===== src/rtl/pattern_scan_ctrl_if.sv =====
// pattern_scan_ctrl_if: requester-side bus of the shared 1101 scan controller.
interface pattern_scan_ctrl_if #(
  parameter int NREQ = 4,
  parameter int WORD_W = 8,
  parameter int CNT_W = $clog2(WORD_W + 1)
);
  logic [NREQ-1:0] req;
  logic [NREQ*WORD_W-1:0] data;
  logic [NREQ-1:0] gnt;
  logic busy;
  logic done;
  logic [$clog2(NREQ)-1:0] done_id;
  logic [CNT_W-1:0] match_cnt;
  modport master(output req, data, input gnt, busy, done, done_id, match_cnt);
  modport slave(input req, data, output gnt, busy, done, done_id, match_cnt);
endinterface


===== src/rtl/pattern_scan_ctrl.sv =====
// pattern_scan_ctrl: round-robin sharing of one serial 1101 detector among NREQ requesters.
// Define SCAN_STATS_EN to add the total_matches / jobs_done statistics outputs.
module pattern_scan_ctrl #(
  parameter int NREQ = 4,
  parameter int WORD_W = 8,
  parameter int DET_LAT = 2,
  parameter int CNT_W = $clog2(WORD_W + 1)
) (
  input  logic clk,
  input  logic reset,
  pattern_scan_ctrl_if.slave bus,
  output logic det_a,
  output logic det_rst,
  input  logic det_out
`ifdef SCAN_STATS_EN
  ,
  output logic [15:0] total_matches,
  output logic [15:0] jobs_done
`endif
);
  localparam int IW = $clog2(NREQ);
  localparam int CW = $clog2(WORD_W + DET_LAT + 1);
  typedef enum logic [2:0] {IDLE, LOAD, SHIFT, DRAIN, DONE} state_t;
  state_t state;
  logic [WORD_W-1:0] sr;
  logic [CW-1:0] cyc;
  logic [CNT_W-1:0] cnt, cnt_nxt;
  logic [IW-1:0] rr_ptr, cur, pick;
  logic prev;
  // lowest offset from rr_ptr wins because it is written last
  always_comb begin
    pick = '0;
    for (int i = NREQ - 1; i >= 0; i--)
      if (bus.req[(int'(rr_ptr) + i) % NREQ]) pick = IW'((int'(rr_ptr) + i) % NREQ);
  end
  assign cnt_nxt = cnt + CNT_W'(det_out && !prev);
  always_ff @(posedge clk or negedge reset) begin
    if (!reset) begin
      state <= IDLE;
      sr <= '0;
      cyc <= '0;
      cnt <= '0;
      rr_ptr <= '0;
      cur <= '0;
      prev <= 1'b0;
      bus.gnt <= '0;
      bus.busy <= 1'b0;
      bus.done <= 1'b0;
      bus.done_id <= '0;
      bus.match_cnt <= '0;
      det_a <= 1'b0;
      det_rst <= 1'b1;
`ifdef SCAN_STATS_EN
      total_matches <= '0;
      jobs_done <= '0;
`endif
    end else begin
      bus.done <= 1'b0;
      case (state)
        IDLE: if (|bus.req) begin
          state <= LOAD;
          cur <= pick;
          sr <= bus.data[pick*WORD_W +: WORD_W];
          bus.gnt <= NREQ'(1) << pick;
          bus.busy <= 1'b1;
          cnt <= '0;
          det_a <= 1'b0;
          det_rst <= 1'b1;
        end
        LOAD: begin
          state <= SHIFT;
          det_rst <= 1'b0;
          det_a <= sr[WORD_W-1];
          sr <= sr << 1;
          cyc <= '0;
          prev <= 1'b0;
        end
        SHIFT: begin
          cnt <= cnt_nxt;
          prev <= det_out;
          cyc <= cyc + 1'b1;
          det_a <= sr[WORD_W-1];
          sr <= sr << 1;
          if (cyc == CW'(WORD_W - 1)) begin
            state <= DRAIN;
            det_a <= 1'b0;
            cyc <= '0;
          end
        end
        DRAIN: begin
          cnt <= cnt_nxt;
          prev <= det_out;
          cyc <= cyc + 1'b1;
          if (cyc == CW'(DET_LAT - 1)) begin
            state <= DONE;
            bus.done <= 1'b1;
            bus.match_cnt <= cnt_nxt;
            bus.done_id <= cur;
`ifdef SCAN_STATS_EN
            total_matches <= (17'(total_matches) + 17'(cnt_nxt) > 17'hFFFF) ? 16'hFFFF : total_matches + 16'(cnt_nxt);
            jobs_done <= jobs_done + 16'd1;
`endif
          end
        end
        DONE: begin
          state <= IDLE;
          bus.gnt <= '0;
          bus.busy <= 1'b0;
          det_rst <= 1'b1;
          rr_ptr <= (int'(cur) == NREQ - 1) ? '0 : cur + 1'b1;
        end
        default: state <= IDLE;
      endcase
    end
  end
endmodule


===== src/flat_wrapper.sv =====
// flat-port wrapper written by rule: the top's interface ports become plain ports
module pattern_scan_ctrl_flat 
#(
  parameter int NREQ = 4,
  parameter int WORD_W = 8,
  parameter int DET_LAT = 2,
  parameter int CNT_W = $clog2(WORD_W + 1)
)
  (clk, reset, det_a, det_rst, det_out, bus_req, bus_data, bus_gnt, bus_busy, bus_done, bus_done_id, bus_match_cnt);
  pattern_scan_ctrl_if #(.NREQ(NREQ), .WORD_W(WORD_W), .CNT_W(CNT_W)) bus_i ();
  input  logic clk;
  input  logic reset;
  output logic det_a;
  output logic det_rst;
  input  logic det_out;
  input wire logic [$bits(bus_i.req)-1:0] bus_req;
  input wire logic [$bits(bus_i.data)-1:0] bus_data;
  output wire logic [$bits(bus_i.gnt)-1:0] bus_gnt;
  output wire logic [$bits(bus_i.busy)-1:0] bus_busy;
  output wire logic [$bits(bus_i.done)-1:0] bus_done;
  output wire logic [$bits(bus_i.done_id)-1:0] bus_done_id;
  output wire logic [$bits(bus_i.match_cnt)-1:0] bus_match_cnt;
  assign bus_i.req = bus_req;
  assign bus_i.data = bus_data;
  assign bus_gnt = bus_i.gnt;
  assign bus_busy = bus_i.busy;
  assign bus_done = bus_i.done;
  assign bus_done_id = bus_i.done_id;
  assign bus_match_cnt = bus_i.match_cnt;
  pattern_scan_ctrl #(.NREQ(NREQ), .WORD_W(WORD_W), .DET_LAT(DET_LAT), .CNT_W(CNT_W)) u_core (.clk(clk), .reset(reset), .bus(bus_i), .det_a(det_a), .det_rst(det_rst), .det_out(det_out));
endmodule

===== config.mk =====
export PLATFORM = sky130hd
export DESIGN_NAME = pattern_scan_ctrl_flat
export DESIGN_NICKNAME = d
export VERILOG_FILES = /design/src/rtl/pattern_scan_ctrl_if.sv /design/src/rtl/pattern_scan_ctrl.sv /design/src/flat_wrapper.sv
export SDC_FILE = /design/constraint.sdc
export NUM_CORES = 1
export LEC_CHECK = 0
export BUFFER_PORTS_ARGS = -buffer_cell sky130_fd_sc_hd__buf_2
export CORE_UTILIZATION = 45
export CTS_CLUSTER_SIZE = 12
export DETAILED_ROUTE_END_ITERATION = 8
export GPL_ROUTABILITY_DRIVEN = 0
export PLACE_DENSITY = 0.7
export SLEW_MARGIN = 20
export SYNTH_ARGS = -nofsm -noshare
export SYNTH_HDL_FRONTEND = slang
export SYNTH_SLANG_ARGS = --single-unit

===== constraint.sdc =====
create_clock -name clk -period 2.9 [get_ports clk]
set_input_delay 0.435 -clock clk [delete_from_list [all_inputs] [get_ports clk]]
set_output_delay 0.435 -clock clk [all_outputs]
set_load 0.1 [all_outputs]

* Word-level counts from Yosys, hierarchy flattened
Cells that the tools add are included.
** Storage, ports and cells
- Bits in registers :: 38
- Input port bits :: 39
- Logic and storage cells :: 100
** Cells by class
- Add/sub/neg operators :: 6
- $lt $le $gt $ge :: 4
- Equality and inequality tests :: 10
- Shifts and indexed selects :: 2
- Muxes and demuxes :: 37
- Bitwise operators :: 3
- Reduce and logical (&&, ||, !) cells :: 24
** Operators by type and width (count)
- 32-bit by 6-bit indexed part select with 8-bit output :: 1
- 4-bit one-hot mux with 2 select lines :: 2
- 8-bit one-hot mux with 2 select lines :: 1
- 2-bit AND reduction :: 7
- 3-bit by 4-bit < comparator with 1-bit output, second input constant :: 3
- 1-bit two-way mux :: 12
- 4-bit two-way mux :: 3
- 3-bit one-hot mux with 4 select lines :: 1
- 4-bit one-hot mux with 3 select lines :: 1
- 2-bit two-way mux :: 5
- 2-bit OR reduction :: 5
- 3-bit two-way mux :: 3
- 3-bit nonzero test :: 3
- 1-bit binary-select mux with 2-bit select :: 4
- 8-bit two-way mux :: 1
- 2-bit nonzero test :: 4
- 3-bit by 2-bit equality test with 1-bit output, second input constant :: 2
- 2-bit by 1-bit inequality test with 1-bit output, second input constant :: 3
- 1-bit one-hot mux with 3 select lines :: 2
- 2-bit by 1-bit adder with 2-bit output, second input constant :: 2
- 2-bit adder, second input constant :: 2
- 4-bit by 1-bit adder with 4-bit output :: 1
- 4-bit by 1-bit adder with 4-bit output, second input constant :: 1
- 4-bit by 1-bit equality test with 1-bit output, second input constant :: 1
- other kinds (13) :: 16

* Logic depth before layout (Yosys ltp)
- Depth in word-level cells :: 13
- Gate-level depth with buffers :: 8
- Mapped depth without buffers :: 6

* Worst setup path before layout
OpenSTA, ideal clock, no wires.
- Path kind :: input-to-reg
- Start point :: input port bus_req[3]
- End point :: register u_core.bus.gnt[0]
- Library setup time :: 0.095 ns
- Arrival :: 1.699 ns
- Data required time :: 2.805 ns
- Path slack :: 1.105 ns
- Stages :: 7
- Buffers on the path :: 2
- Cells stage by stage :: or4_4 -> o31ai_2 -> or2_1 -> buf_4 -> buf_6 -> nand3_1 -> o31ai_1
** On the way
- Word-level cells in the longest chain between the ends :: 10
** Ends and longest elaborated chain
- start, declared :: line flat_wrapper.sv:16 : input wire logic [$bits(bus_i.req)-1:0] bus_req;
- 1-bit binary-select mux with 2-bit select :: line pattern_scan_ctrl.sv:34 : if (bus.req[(int'(rr_ptr) + i) % NREQ]) pick = IW'((int'(rr_ptr) + i) % NREQ);
- 1-bit two-way mux (not written as such) (2 in a row) :: line pattern_scan_ctrl.sv:34
- 2-bit two-way mux (4 in a row) :: line pattern_scan_ctrl.sv:34
- 1-bit by 2-bit left shift with 4-bit output :: line pattern_scan_ctrl.sv:64 : bus.gnt <= NREQ'(1) << pick;
- 4-bit two-way mux :: line pattern_scan_ctrl.sv:60 : IDLE: if (|bus.req) begin
- 4-bit one-hot mux with 2 select lines :: line pattern_scan_ctrl.sv:59 : case (state)
- end signal, assigned :: line pattern_scan_ctrl.sv:64
- end, declared :: line pattern_scan_ctrl_if.sv:15 : modport slave(input req, data, output gnt, busy, done, done_id, match_cnt);
Parallel ways exist; a longest one is shown, timed or not. The select of a mux whose other input is x is not followed.
A chain may end at the register's enable or synchronous reset.

* Final worst setup path
- Start point :: input port bus_req[3]
- End point :: register u_core.bus.gnt[2]
The elaborated chain is that of the path after synthesis.

==> results.toml <==
[route]
first_iter_violations = 74
drcViolationCount = 0
routed_wl_um = 4010
wl_per_cell_um = 13.5
ant_nets = 0
drt-vias-per-instance = 5.29
drt_first_pass_iters = 4
num_vias = 1576

[finish]
post-route-util_pct = 58.3
drive_gt1_share_pct = 33.5
area_growth_pct = 20.1
design_area_um2 = 2400
nets = 291
nFillCells = 367
antenna_cells = 0

[die]
boundaryPins = 53
dieArea_um2 = 4710
die_x_um = 68.6
core_area_um2 = 4120
start_util_pct = 48.5
die_h_um = 68.6
rows = 23

[flow_run]
drv_cap = 0

[grt]
grt_pass1_vias = 1428
overflow = 0
track_usage_pct = 18.6
grt_pass1_wl_um = 6310
antenna_found_initial = 0
grt_max_degree = 39

[setup_path]
cpMostUsedCell = "buf_4"
crit_chain = "buf_2, or4_4, o31ai_2, buf_4, or2_1, buf_4, nand3_1, o21ai_0"
arrival_ns = 2.16
crit_family = "simple AND/OR/NAND/NOR gates"
crit_path_start_kind = "primary input"
path_max_fanout = 11
crit_path_end_kind = "flip-flop"
crit_slowest_cell = "or4_4"
worstSetupPathType = "primary input to flip-flop"
crit_buf_inv = 3
required_ns = 3.11
cpPeakStageDelay_ns = 0.56

[timing]
final-setup-viol-count = 0
hold_violations = 0
holdWs_ns = 0.240
fin_crit_ns = 1.95
fin_skew_ns = 0.00599
worstMarginPinSlew_ns = 0.817
period_share_pct = 67.3
rsz0062_at_grt = "false"
max_freq_mhz = 512
finalMaxSlewViolations = 0
tns_ns = 0
max-slew-margin-rel_pct = 45.5

[synthesis]
yosys_warnings = 0
ys_ff_latch = 38
syn_area_um2 = 2000
ys_seq_area_share_pct = 47.7
ys_types = 37
syn_inst = 192
synth_top_area_share_pct = 46.4
syn_nets = 236
synth_area_per_cell_um2 = 10.4
yosys.area.top_type = "dfrtp_1"
netlist_top_cells_area = "dfrtp_1 46%, mux2i_1 10%, mux2_2 6.8%"

[power]
peakVddDrop_mv = 0.679
p_leak_nw = 1.15
p_per_area_nw_per_um2 = 1310
power.total_w = 0.00314

[clock_network]
clock_path_buffers = 2
cts_max_level = 2
cts_resized = 0
insertion_delay_ns = 0.29
ctsHoldBuffers = 0
root_buffer = "clkbuf_8"
cts.sinks = 38
cts.clk_slew.worst_paths_ns = 0.07
cts_tree = "done"
post_cts.repair.setup_buffers = 0
cts_buffers = 5

[placement]
dpl_cell_area_um2 = 2310
hpwlAfterDp_um = 2910
numPortBuffers = 52

[status]
status = "finished, final reports clean"

[hold_path]
holdCritPathClass = "primary input to asynchronous set/reset pin"
-- layout make-up --
type / count / area [um2] / area share (%)
Clock buffer: 7 / 86.3 / 3.60
Tap cell: 50 / 62.6 / 2.61
Clock inverter: 1 / 5.00 / 0.209
Inverter: 4 / 15.0 / 0.626
Sequential cell: 38 / 952 / 39.7
Multi-Input combinational cell: 141 / 978 / 40.8
Timing Repair Buffer: 57 / 298 / 12.4
-- cell families (layout without fill, tap and decap cells) --
| logic type | after synthesis | count (layout) | share of synthesized area (%) |
|---|---|---|---|
| flops | 38 | 38 | 47.7 |
| mux | 32 | 32 | 16.8 |
| compound gates | 44 | 44 | 14.3 |
| xor+xnor | 3 | 3 | 1.32 |
| fa+ha+maj | 5 | 5 | 3.13 |
| buf+inv | 13 | 69 | 3.63 |
| simple gates | 57 | 57 | 13.2 |
-- worst register-to-register path, cell delays in order (launching register included) --
cell       delay, ns
dfrtp_1         0.44
nand2_1         0.10
nand3b_1        0.10
a2bb2oi_2       0.31
buf_4           0.34
mux2i_1         0.11
mux2_2          0.28
o21ai_0         0.16
-- report_power, final --
part	leakage, nW	switching, W	internal [W]
Sequential	0.473	0.000210	0.000785
Clock	0.0482	0.000180	0.000192
Combinational	0.628	0.00121	0.000564
-- placed cells by master, fill, tap and decap left out, drive strengths merged, types with 2 or more instances in the layout --
cell,synthesis,final
a21oi,10,10
a22o,2,2
a22oi,7,7
buf,8,57
clkbuf,1,7
dfrtp,37,37
ha,5,5
inv,4,4
mux2,12,12
mux2i,20,20
nand2,22,22
nand3,8,8
nor2,15,15
nor3,4,4
nor3b,2,2
o21ai,14,14
o22ai,2,2
o31ai,3,3
or2,2,2
xnor2,2,2
-- routing by layer --
layer / wire (um) / global-route usage, %
met1: 1930 / 25.1
met2: 1720 / 28.2
met3: 318 / 5.76
met4: 43 / 6.25
met5: 0 / 0
-- flip-flops by register name, indices dropped and copies added (netlist names), 2 cells and up --
signal and count:
u_core.bus.done_id 2, u_core.bus.gnt 4, u_core.bus.match_cnt 4, u_core.cnt 4, u_core.cur 2, u_core.cyc 4, u_core.rr_ptr 2, u_core.sr 8
u_core.state 3
-- synthesized netlist by cell type --
| cell | count |
|---|---|
| dfrtp_1 | 37 |
| nand2_1 | 22 |
| mux2i_1 | 20 |
| nor2_1 | 15 |
| o21ai_0 | 14 |
| mux2_2 | 12 |
| a21oi_1 | 10 |
| nand3_1 | 8 |
| a22oi_1 | 7 |
| ha_1 | 5 |
| buf_2 | 4 |
| inv_1 | 4 |
| buf_4 | 3 |
| nor3_1 | 3 |
| a22o_1 | 2 |
| nor3b_1 | 2 |
| o22ai_1 | 2 |
| o31ai_1 | 2 |
| xnor2_1 | 2 |
| a211oi_2 | 1 |
| a2bb2oi_1 | 1 |
| a311oi_1 | 1 |
| a31oi_1 | 1 |
| a32o_1 | 1 |
| buf_6 | 1 |
| clkbuf_1 | 1 |
| dfstp_2 | 1 |
| nand2b_1 | 1 |
| nand3b_1 | 1 |
| nor2b_1 | 1 |
| nor3_2 | 1 |
| o22a_1 | 1 |
| o31ai_2 | 1 |
| or2_1 | 1 |
| or2_2 | 1 |
| or4_4 | 1 |
| xor2_1 | 1 |
-- path summary, 6_finish.rpt --
check	start	end	slack, ns	cells past startpoint
max in group asynchronous	reset	u_core.state[0]	2.15	1
setup reg to reg	u_core.rr_ptr[1]	u_core.sr[6]	0.97	7
min in group clk	det_out	u_core.prev	0.39	2
hold / removal	reset	u_core.bus.match_cnt[3]	0.24	1
hold reg to reg	u_core.det_a	u_core.det_a	0.48	2
setup / recovery	bus_req[3]	u_core.bus.gnt[2]	0.95	8
-- through the flow --
step	setup WS (ns)	cells
after CTS	0.963	298
after global routing	0.803	298
after floorplan	1.11	192
after detailed placement	0.642	290
after global placement	0.706	290
final	0.948	298
Power figures use the tool's default switching activity.
